**src/rtl/updown_counter_param.sv**
```systemverilog
// Parametrised up/down counter with programmable limit, parallel load, wrap/saturate
// selection, terminal-count output, boundary-event pulse and sticky over/underflow flags.
module updown_counter_param #(
    parameter int unsigned WIDTH     = 16,
    parameter int unsigned RESET_VAL = 0
) (
    input  logic             clk,
    input  logic             reset,
    input  logic             en,
    input  logic             up_down,
    input  logic             load,
    input  logic [WIDTH-1:0] load_val,
    input  logic [WIDTH-1:0] limit,
    input  logic             sat_mode,
    input  logic             clear_flags,
    output logic [WIDTH-1:0] out,
    output logic             tc,
    output logic             wrap_pulse,
    output logic             ovf_sticky,
    output logic             udf_sticky
);

    localparam logic [WIDTH-1:0] ONE = WIDTH'(1);
    localparam logic [WIDTH-1:0] RST = WIDTH'(RESET_VAL);

    logic [WIDTH-1:0] nxt;
    logic             up_evt;
    logic             dn_evt;

    always_comb begin
        nxt    = out;
        up_evt = 1'b0;
        dn_evt = 1'b0;
        if (load) begin
            nxt = (load_val > limit) ? limit : load_val;
        end else if (en) begin
            // A runtime-lowered limit pulls the count back in range without an event
            if (out > limit) begin
                nxt = limit;
            end else if (up_down) begin
                if (out == limit) begin
                    up_evt = 1'b1;
                    nxt    = sat_mode ? limit : '0;
                end else begin
                    nxt = out + ONE;
                end
            end else begin
                if (out == '0) begin
                    dn_evt = 1'b1;
                    nxt    = sat_mode ? '0 : limit;
                end else begin
                    nxt = out - ONE;
                end
            end
        end
    end

    always_ff @(posedge clk) begin
        if (reset) begin
            out        <= RST;
            wrap_pulse <= 1'b0;
            ovf_sticky <= 1'b0;
            udf_sticky <= 1'b0;
        end else begin
            out        <= nxt;
            wrap_pulse <= up_evt | dn_evt;
            // A new event beats a simultaneous clear
            ovf_sticky <= up_evt | (ovf_sticky & ~clear_flags);
            udf_sticky <= dn_evt | (udf_sticky & ~clear_flags);
        end
    end

    assign tc = (up_down && (out == limit)) || (!up_down && (out == '0));

endmodule

```
**config.mk**
```make
export PLATFORM = sky130hd
export DESIGN_NAME = updown_counter_param
export DESIGN_NICKNAME = d
export VERILOG_FILES = /design/src/rtl/updown_counter_param.sv
export SDC_FILE = /design/constraint.sdc
export NUM_CORES = 1
export LEC_CHECK = 0
export CORE_UTILIZATION = 50
export DETAILED_ROUTE_END_ITERATION = 6
export GPL_ROUTABILITY_DRIVEN = 0
export GPL_TIMING_DRIVEN = 0
export PLACE_DENSITY = 0.78
export RECOVER_POWER = 25
export SLEW_MARGIN = 10
export SYNTH_ARGS = -nofsm -noshare
export SYNTH_HDL_FRONTEND = slang
export SYNTH_SLANG_ARGS = --single-unit
```
**constraint.sdc**
```tcl
create_clock -name clk -period 4.2 [get_ports clk]
set_input_delay 0.63 -clock clk [delete_from_list [all_inputs] [get_ports clk]]
set_output_delay 0.63 -clock clk [all_outputs]
set_load 0.1 [all_outputs]
```
## Word level (Yosys, flattened, before mapping)

Cells that the tools add are included.

- Logic and storage cells: 40
- Bits in registers: 19
- Output and inout port bits: 20

- Equality and inequality tests: 1
- Muxes and demuxes: 19
- Magnitude comparators: 2
- Add/sub/neg operators: 2
- Bitwise gates (word level): 6
- Reduce and logical (&&, ||, !) cells: 6

Operators by type and width:

| cell | count |
|---|---|
| $mux 16 | 9 |
| $gt 16x16->1 | 2 |
| $add 16x1->16 const B | 1 |
| $eq 16x16->1 | 1 |
| $logic_not 16->1 | 1 |
| $sub 16x1->16 const B | 1 |
| $mux 1 | 10 |
| $or 1x1->1 | 3 |
| $and 1x1->1 | 2 |
| $logic_and 1x1->1 | 2 |
| $reduce_bool 2->1 | 1 |
| $logic_not 1->1 | 1 |
| $logic_or 1x1->1 | 1 |
| $not 1->1 | 1 |

## Logic depth before layout (Yosys ltp)

- Word-level depth: 7
- Gate-level depth with buffers: 11

## Worst setup path before layout

Ideal clock, no wire load.

- Path type: register -> register
- From: register out[0]
- To: register out[1]
- Cell stages (with the launch flop): 10
- Library setup time: 137 ps
- Arrival: 4941 ps
- Path buffers: 1
- Slack: -878 ps
- Cell sequence: dfxtp_1 inv_1 ha_1 or4b_2 or4_4 buf_6 o21ai_0 or3_1 a31o_2 a211oi_2

- Word-level cells in the longest chain between the ends: 6
- Elaborated cells on any way between the ends: 11
- Classes of those cells: add/sub (2); order compare (1); eq/ne (1); mux (6); reduce/logical (1)

Ends and longest elaborated chain:

| what | RTL line | text |
|---|---|---|
| start, declared | 16 | `output logic [WIDTH-1:0] out,` |
| start signal, assigned | 65 | `out <= nxt;` |
| $sub 16x1->16 (tied with other cells) | 52 | `nxt = out - ONE;` |
| $mux 16 (on tied branches) | 48, 41 |  |
| $mux 16 | 40 | `end else if (up_down) begin` |
| $mux 16 * | 38 | `if (out > limit) begin` |
| $mux 16 * | 36 | `end else if (en) begin` |
| $mux 16 * | 34 | `if (load) begin` |

Every way passes the cells marked *; elsewhere a longest branch is shown, timed or not. The select of a mux whose other input is x is not followed.
A chain may end at the register's enable or synchronous reset.

## Worst setup path after layout

- From: input limit[12]
- To: register out[3]

- Word-level cells in the longest chain between the ends: 6
- Elaborated cells on any way between the ends: 9
- Classes of those cells: order compare (2); eq/ne (1); mux (6)

Ends and longest elaborated chain:

| what | RTL line | text |
|---|---|---|
| start, declared | 13 | `input logic [WIDTH-1:0] limit,` |
| branches (longest 5 deep; another with $gt 16x16->1) | n/a |  |
| $mux 16 * | 34 |  |

Mark *: on every way between the ends. The select of a mux whose other input is x is not followed.

==> metrics.txt <==
Data arrival, critical path 4280 ps; Sw Pwr 0.4888 mW; DRT Wirelength 10600 µm; area share of fa/ha/maj cells after synthesis 14.72%; WL/cell 19.44 µm; slew margin rel. 32.34%; P per Cell Area 261.0 nW/µm²; Yosys reg bits 19; largest net degree at the start of global routing 12; WHS Path Cells 2; Avg Inst Size Synth 7.222 µm²; commonest cells after routing, fill and taps aside 48 x clkdlybuf4s50_1, 40 x a21oi_1, 36 x nor3_1; layout cells sized above 1 8.879%; final hold vios 0; IO Pins 59; multi-input combinational cell area 2323 µm²; main combinational cell family by area after synthesis compound AO/OA/AOI/OAI gates; Die ar. 6263 µm²; RR Startpoint out[15]; Post-Syn Nets 486; Core ar. 5608 µm²; Synth warnings 0; fmax 240.2 MHz; Initial DRT Pass Iterations 5; asr flop ratio synth 0%; Skew-Pair Late Insertion Delay 280 ps; Synth Area in Compound Gates 31.71%; initial antenna violation count 0; fin util 65.75%; fillers 546; Critical Path Fanout Max 10; fin crit period 4163 ps; period utilization 99.12%; Synth Flop Type dfxtp_1; maxcap violations 0; logic gate share of total power 61.8%; crit end category flop; worst path bufs/invs 4; Hold Path Class reg -> reg; Least-Margin Pin Slew 1002 ps; PortBufs 57; Die Height 79.14 µm; Critical Path Start Type input port; Required @ worst endpoint 4320 ps; placed wire-length estimate 8276 µm; Ant. Diodes 0; post-synthesis simple-gate area fraction 26.20%; endpoints failing setup 0; critical setup path kind in -> reg; Reg power frac 23.8%; vias in the first global route 3322; RSZ-0062 raised after global routing yes; Slowest-stage cell, CP a31oi_1; CTS tree yes; clock root buffer clkbuf_8; EDFF count, synth 0; first-pass GRT wire length 16650 µm; crit-path most repeated cell clkbuf_1; CTS Buf Count 3; overall routing resource usage 34.33%; # rows 27; Clk pwr share 14.4%; final net count 548; clk sinks 19; hold_buf cts 0; Final Non-Filler Cells 545; mux cell area share after synthesis 0.3364%; post-synthesis sequential area ratio 12.78%; critical-path cell list clkdlybuf4s50_1 > inv_1 > ha_1 > nand4_1 > a2111o_1 > a31oi_1 > clkbuf_1 > clkbuf_1 > o21ai_0 > a22oi_1 > a211oi_1; Post-CTS Setup Inserts 0; Area Overhead vs Synth 23.93%; Iter 0 DRT Violations 589; Worst Reg-to-Reg Cells 9; Cells after DPL 541; H-tree depth 1; CTS Buffer Depth 2; internal power 0.4736 mW; Post-Syn Instances 412; antenna-violating nets left 0; R2R Path End out[3]; sw frac 50.79%; mapped cell area 2975 µm²; leakage power 1.468 nW; CP max stage delay 580 ps; Max Slew Vio Count 0; commonest non-fill, non-tap cell in the layout clkdlybuf4s50_1; Reg clk slew, reported paths 70 ps; outcome complete, no violations; DR DRC count 0; Register Area 380.4 µm²; Max Clock Skew 15.24 ps; r2r setup slk 590 ps; Die W 79.14 µm; Worst Hold Launch ovf_sticky; VDD IR max 0.2734 mV; starting density of the core 53.06%; cell family with most CP delay buffers and inverters; setup TNS 0 ps; via-per-instance ratio 6.653; Vias 3626; Distinct cells, synth 65; Synth Area in XOR/XNOR 5.004%; grt total ovfl 0; Worst Hold Endpoint ovf_sticky
-- cell type report --
cell class,instances,area share [%]
Clock inverter,1,0.1357
Inverter,27,2.749
Buffer,33,4.717
Tap cell,72,2.443
Sequential cell,19,10.32
Multi-Input combinational cell,333,63.01
Timing Repair Buffer,57,15.51
Clock buffer,3,1.120
-- state kept, by name (all words and copies together) (netlist names) --
register	count
out	16
ovf_sticky	1
udf_sticky	1
wrap_pulse	1
-- worst min-delay path, delay by kind of cell, from the launching register on --
kind               cells  cell delay [ps]
DFF                    1              340
and+or+nand+nor        1               70
AOI/OAI and AO/OA      1               50
-- worst max-delay path by stage --
stage	slack, ps	start	end	cells after the start
global route	-100	limit[12]	out[3]	11
detailed placement	-450	limit[12]	tc	8
finish	40	limit[12]	out[3]	11
CTS	110	limit[12]	tc	8
floorplan	470	out[0]	tc	6
global placement	-430	limit[12]	tc	8
-- stage by stage --
stage	cell area (µm²)	power (mW)	worst slack [ps]	hold slack [ps]
2_1_floorplan	2979	0.6437	470.5	797.0
3_3_place_gp	3640	0.8048	-433.0	480.1
3_5_place_dp	3640	0.8134	-447.0	479.1
4_1_cts	3687	0.9474	111.5	500.5
5_1_grt	3687	1.011	-99.99	534.8
6_report	3687	0.9624	37.05	495.9
-- metal layers --
| layer | track usage, % | vias to the layer above | routed length, µm |
|---|---|---|---|
| met4 | 9.455 | 0 | 291 |
| met1 | 45.89 | 1634 | 4294 |
| met2 | 56.81 | 271 | 4782 |
| li1 | - | 1687 | - |
| met5 | 0 | - | 0 |
| met3 | 5.172 | 34 | 1229 |
-- power by group through the flow --
| stage | registers, mW | logic (mW) | clock network, mW |
|---|---|---|---|
| 2_1_floorplan | 0.341 | 0.302 | 0 |
| 6_report | 0.229 | 0.595 | 0.139 |
| 5_1_grt | 0.231 | 0.636 | 0.144 |
| 3_3_place_gp | 0.232 | 0.573 | 0 |
| 4_1_cts | 0.228 | 0.584 | 0.136 |
| 3_5_place_dp | 0.232 | 0.581 | 0 |
-- cell usage after synthesis, drive strengths merged, types with 2 or more instances --
| master | count | share of area (%) |
|---|---|---|
| a211oi | 11 | 3.1 |
| nor3 | 38 | 6.7 |
| o22ai | 7 | 1.7 |
| a221o | 2 | 0.67 |
| o211ai | 4 | 1.0 |
| a21oi | 40 | 6.7 |
| nor2 | 21 | 2.6 |
| inv | 27 | 3.4 |
| or4 | 7 | 2.1 |
| a21o | 2 | 0.50 |
| a31oi | 7 | 1.5 |
| a22oi | 2 | 0.50 |
| dfxtp | 19 | 13 |
| and4 | 2 | 0.59 |
| nor4 | 8 | 1.7 |
| clkbuf | 24 | 3.1 |
| o21a | 2 | 0.50 |
| nand2b | 3 | 0.63 |
| and3 | 2 | 0.42 |
| nand2 | 20 | 2.5 |
| ha | 35 | 15 |
| a2111oi | 5 | 2.1 |
| nand4 | 9 | 1.9 |
| a221oi | 5 | 1.5 |
| o311a | 3 | 1.0 |
| xor2 | 11 | 3.2 |
| buf | 9 | 2.8 |
| o41ai | 2 | 0.59 |
| o21ai | 23 | 3.9 |
| xnor2 | 6 | 1.8 |
| and2 | 2 | 0.42 |
| or3 | 5 | 1.1 |
| or4b | 2 | 0.67 |
| o31ai | 2 | 0.50 |
| o221ai | 2 | 0.59 |
| a31o | 3 | 0.88 |
| a32oi | 2 | 0.59 |
| nor2b | 2 | 0.42 |
| nand3 | 13 | 2.4 |
| o21bai | 5 | 1.4 |
| or2 | 7 | 1.5 |
-- kinds of logic (layout without fill, tap and decap cells) --
group | after synthesis | after routing
DFF | 19 | 19
adders and majority gates | 35 | 35
muxes | 1 | 1
xor gates and xnor gates | 17 | 17
AOI/OAI and AO/OA | 137 | 137
and+or+nand+nor | 143 | 143
buffers and inverters | 60 | 121
-- timing repair --
item                       4_1_cts  5_1_grt
resized for setup                3        0
gates cloned                     0        0
pin swaps                        0        0
setup endpoints to repair        1        4
(Power assumes the default switching activity.)
==> RTL edit 1: new RTL, config.mk and constraints unchanged <==
Register the input `limit` before use, cleared by the reset. The logic sees it one clock later. The other inputs are not delayed to match.
--- a/src/rtl/updown_counter_param.sv
+++ b/src/rtl/updown_counter_param.sv
@@ -23,6 +23,16 @@
     localparam logic [WIDTH-1:0] ONE = WIDTH'(1);
     localparam logic [WIDTH-1:0] RST = WIDTH'(RESET_VAL);
 
+    logic [WIDTH-1:0] limit_q;
+
+    always_ff @(posedge clk) begin
+        if (reset) begin
+            limit_q <= '0;
+        end else begin
+            limit_q <= limit;
+        end
+    end
+
     logic [WIDTH-1:0] nxt;
     logic             up_evt;
     logic             dn_evt;
@@ -32,22 +42,22 @@
         up_evt = 1'b0;
         dn_evt = 1'b0;
         if (load) begin
-            nxt = (load_val > limit) ? limit : load_val;
+            nxt = (load_val > limit_q) ? limit_q : load_val;
         end else if (en) begin
             // A runtime-lowered limit pulls the count back in range without an event
-            if (out > limit) begin
-                nxt = limit;
+            if (out > limit_q) begin
+                nxt = limit_q;
             end else if (up_down) begin
-                if (out == limit) begin
+                if (out == limit_q) begin
                     up_evt = 1'b1;
-                    nxt    = sat_mode ? limit : '0;
+                    nxt    = sat_mode ? limit_q : '0;
                 end else begin
                     nxt = out + ONE;
                 end
             end else begin
                 if (out == '0) begin
                     dn_evt = 1'b1;
-                    nxt    = sat_mode ? '0 : limit;
+                    nxt    = sat_mode ? '0 : limit_q;
                 end else begin
                     nxt = out - ONE;
                 end
@@ -70,7 +80,7 @@
         end
     end
 
-    assign tc = (up_down && (out == limit)) || (!up_down && (out == '0));
+    assign tc = (up_down && (out == limit_q)) || (!up_down && (out == '0));
 
 endmodule
 
Check against the original RTL: not equivalent (Yosys sat finds a counterexample within 4 cycles, from zero or initial values and one cycle with reset high).
==> RTL edit 1 against the original RTL <==
- sequential cell count is 16 higher
- register-to-register slack improved by 0.30 ns
- design area rose by 22%
- power is 57% higher
- synthesized area rose by 24%
- setup slack improved by 0.13 ns
- clock power rose to 2.7 times the old value
- first-iteration DRC count is 13% lower
- clock skew down 0.0077 ns
- routed wire length is 18% higher
- hold slack worse by 0.027 ns
==> RTL edit 1: results <==
metrics = {
    "clocking": {
        "clock-sinks": 35,
        "ctsResizeCount": 1,
        "htree_num_levels": 2,
        "cts_buffers": 5,
    },
    "logic_synthesis": {
        "synth_nets": 548,
        "netlist_instances": 474,
        "synthTopCellsByCount": "35 x dfxtp_1, 35 x ha_1, 33 x a21oi_1, 27 x clkbuf_1, 26 x o21ai_0",
        "synth_area_leaders": "dfxtp_1 19%, ha_1 12%, a21oi_1 4.5%",
    },
    "power_and_ir_drop": {
        "p_leak_nw": 1.74,
        "peakVddDrop_mv": 0.287,
        "pwr-share-seq": 0.261,
    },
    "outcome": {
        "status": "completed",
    },
    "detailed_routing": {
        "met2_length_mm": 5.65,
        "wl_met3_mm": 1.40,
        "dr.first_iter.drc_count": 511,
    },
    "worst_setup_path": {
        "r2r-end": "out[7]",
        "r2r_start": "out[0]",
    },
    "grt": {
        "grt_pass1_vias": 3856,
        "grt_use_total": 0.334,
        "grt_pass1_wl_mm": 19.5,
    },
    "final_layout": {
        "fill_cells": 590,
        "seq_area_frac": 0.156,
        "final_net_count": 611,
        "postLayoutCellArea_um2": 4500,
        "drive_gt1_frac": 0.0743,
        "multi_input_area_share": 0.603,
    },
    "timing": {
        "worst_slew_pin_slew_ns": 0.984,
    },
    "min_path": {
        "worstHoldStart": "udf_sticky",
    },
    "die": {
        "coreArea_um2": 6940,
    },
}
[RTL edit 1: changes by cell type in the layout (fill, tap and decap cells not counted), sizes merged, moves of 8 or more]
cell / before / now
o211a: 1 / 11
dfxtp: 19 / 35
nand3: 13 / 21
nor2b: 2 / 18
dlygate4sd3: 8 / 0
nor3: 38 / 21
[RTL edit 1: logic make-up (layout without fill, tap and decap cells)]
| group | Yosys count | in the layout | synth area share |
|---|---|---|---|
| buffers and inverters | 62 | 126 | 0.0733 |
| muxes | 4 | 4 | 0.0109 |
| DFF | 35 | 35 | 0.190 |
| xor gates and xnor gates | 23 | 23 | 0.0546 |
| and+or+nand+nor | 171 | 171 | 0.275 |
| adders and majority gates | 35 | 35 | 0.119 |
| AOI/OAI and AO/OA | 144 | 144 | 0.277 |
[RTL edit 1: metrics by stage]
step	setup slack (ns)	total power, mW
final	0.170	1.51
after detailed placement	0.269	1.12
after global routing	0.0536	1.57
after floorplan	0.129	0.919
after global placement	0.323	1.10
after CTS	0.246	1.49
==> RTL edit 2: new RTL, same settings <==
Made on the original files. Set the parameter `WIDTH` to 32 (it was 16).
--- a/src/rtl/updown_counter_param.sv
+++ b/src/rtl/updown_counter_param.sv
@@ -1,7 +1,7 @@
 // Parametrised up/down counter with programmable limit, parallel load, wrap/saturate
 // selection, terminal-count output, boundary-event pulse and sticky over/underflow flags.
 module updown_counter_param #(
-    parameter int unsigned WIDTH     = 16,
+    parameter int unsigned WIDTH     = 32,
     parameter int unsigned RESET_VAL = 0
 ) (
     input  logic             clk,
Ports: changed (resized limit, load_val and out); port bits go from 59 to 107. No check against the original RTL was run, so the function may have changed too.
==> RTL edit 2 against the original RTL <==
- the run now ends with DRC, setup timing left
- setup slack worse by 0.070 ns
- critical path depth is 1 higher
- design area is 87% higher
- via count is 100% higher
- register-to-register slack worse by 0.14 ns
- power is 88% higher
- synthesized area is 89% higher
- hold slack better by 0.0093 ns
- routed wire length is 120% higher
- count of clock-buffer cells in the layout is 4 higher
- clock skew is 0.0014 ns lower
- sequential cell count is 16 higher
- first-iteration DRC count is 100% higher
- largest power group unchanged
- highest routed layer unchanged
==> RTL edit 2: results <==
metrics = {
    "final_layout": {
        "largest_reg_flops": 32,
        "drive_gt1_frac": 0.0489,
    },
    "logic_synthesis": {
        "synthTopCellsByCount": "69 x a21oi_1, 69 x nor2_1, 67 x ha_1, 55 x nand2_1, 51 x clkbuf_1",
        "yosysSeqAreaShare": 0.125,
        "ys_types": 72,
        "synth_area_leaders": "ha_1 15%, dfxtp_1 12%, a21oi_1 6.2%",
    },
    "outcome": {
        "violations": "DRC, setup timing",
        "status": "finished, violations left",
    },
    "worst_setup_path": {
        "rrSetupSlack_ns": 0.45,
        "cpPeakStageDelay_ns": 0.71,
        "r2r-end": "out[24]",
        "r2r_start": "out[6]",
        "critPathLaunch": "limit[14]",
        "cp.arrival_ns": 4.39,
    },
    "grt": {
        "grt_start_max_net_pins": 20,
        "grt_use_total": 0.393,
    },
    "timing": {
        "timing.final.ws_setup_ns": -0.0332,
        "worst_slew_pin_slew_ns": 1.12,
        "setup_viol": 2,
        "finClkSkew_ns": 0.0138,
    },
    "power_and_ir_drop": {
        "p_leak_nw": 2.84,
    },
    "clocking": {
        "clkTransAtPathRegs_ns": 0.09,
        "htree_num_levels": 2,
    },
    "placed_design": {
        "hpwl_mm": 17.9,
        "portBuffers": 102,
    },
    "detailed_routing": {
        "drc": 8,
        "dr.first_iter.drc_count": 1201,
    },
}
[RTL edit 2: where the power goes]
part | internal (mW) | total, mW | switching, mW
combinational | 0.372 | 1.13 | 0.757
sequential | 0.364 | 0.412 | 0.0477
clock | 0.117 | 0.270 | 0.153
total | 0.853 | 1.81 | 0.957
[RTL edit 2: routing by layer]
| layer | share of wire | vias up | wire (um) | global-route usage |
|---|---|---|---|---|
| met4 | 0.073 | 0 | 1720 | 0.243 |
| met2 | 0.42 | 612 | 9890 | 0.598 |
| met5 | 0 | - | 0 | 0 |
| met1 | 0.37 | 3290 | 8610 | 0.493 |
| met3 | 0.14 | 172 | 3290 | 0.104 |
| li1 | - | 3220 | - | - |
[RTL edit 2: cell families (layout without fill, tap and decap cells)]
logic type                 count (synthesis)  in the layout  share of synthesized area
AOI/OAI and AO/OA                        252            252                      0.307
adders and majority gates                 67             67                      0.149
DFF                                       35             35                      0.125
buffers and inverters                    113            223                     0.0787
and+or+nand+nor                          267            267                      0.248
muxes                                     23             23                     0.0422
xor gates and xnor gates                  32             32                     0.0500
[RTL edit 2: final cells by class]
cell class / count / area, um^2
plain buffers: 61 / 253
clock buffers: 7 / 76.3
clock inverters: 1 / 5.00
fillers: 983 / 3990
inverters: 51 / 191
multi-input cells: 641 / 4470
flip-flops and latches: 35 / 701
well taps: 140 / 175
repair buffers: 103 / 1020
[RTL edit 2: worst reg2reg max path: stages, from the launching register on]
cell      delay (ns)
dfxtp_1         0.34
buf_2           0.19
nor4_1          0.83
nand4_1         0.31
o31ai_2         0.69
clkbuf_1        0.57
o22ai_1         0.15
nor2_1          0.12
a21oi_1         0.05
a221oi_1        0.27
a211oi_1        0.08
[RTL edit 2: through the flow]
step	cells	util	TNS, ns	hold slack [ns]	instance area, um^2
after floorplan	789	-	0	0.761	5610
after global placement	1031	0.625	-9.47	0.490	6810
after detailed placement	1031	0.625	-11.21	0.499	6810
after CTS	1038	0.633	0	0.519	6890
after global routing	1039	0.634	0	0.544	6900
final	1039	0.634	-0.0356	0.505	6900
[RTL edit 2: repair_timing]
item / 4_1_cts / 5_1_grt
gates resized for setup: 6 / 6
pin swaps: 0 / 2
setup endpoints to repair: 17 / 8
setup buffers: 0 / 1
[RTL edit 2: worst min-delay path by stage]
stage / end / start / cells after the start
final: ovf_sticky / ovf_sticky / 2
after global routing: ovf_sticky / ovf_sticky / 2
after CTS: ovf_sticky / ovf_sticky / 2
after detailed placement: ovf_sticky / ovf_sticky / 2
after global placement: ovf_sticky / ovf_sticky / 2
after floorplan: out[21] / limit[21] / 2
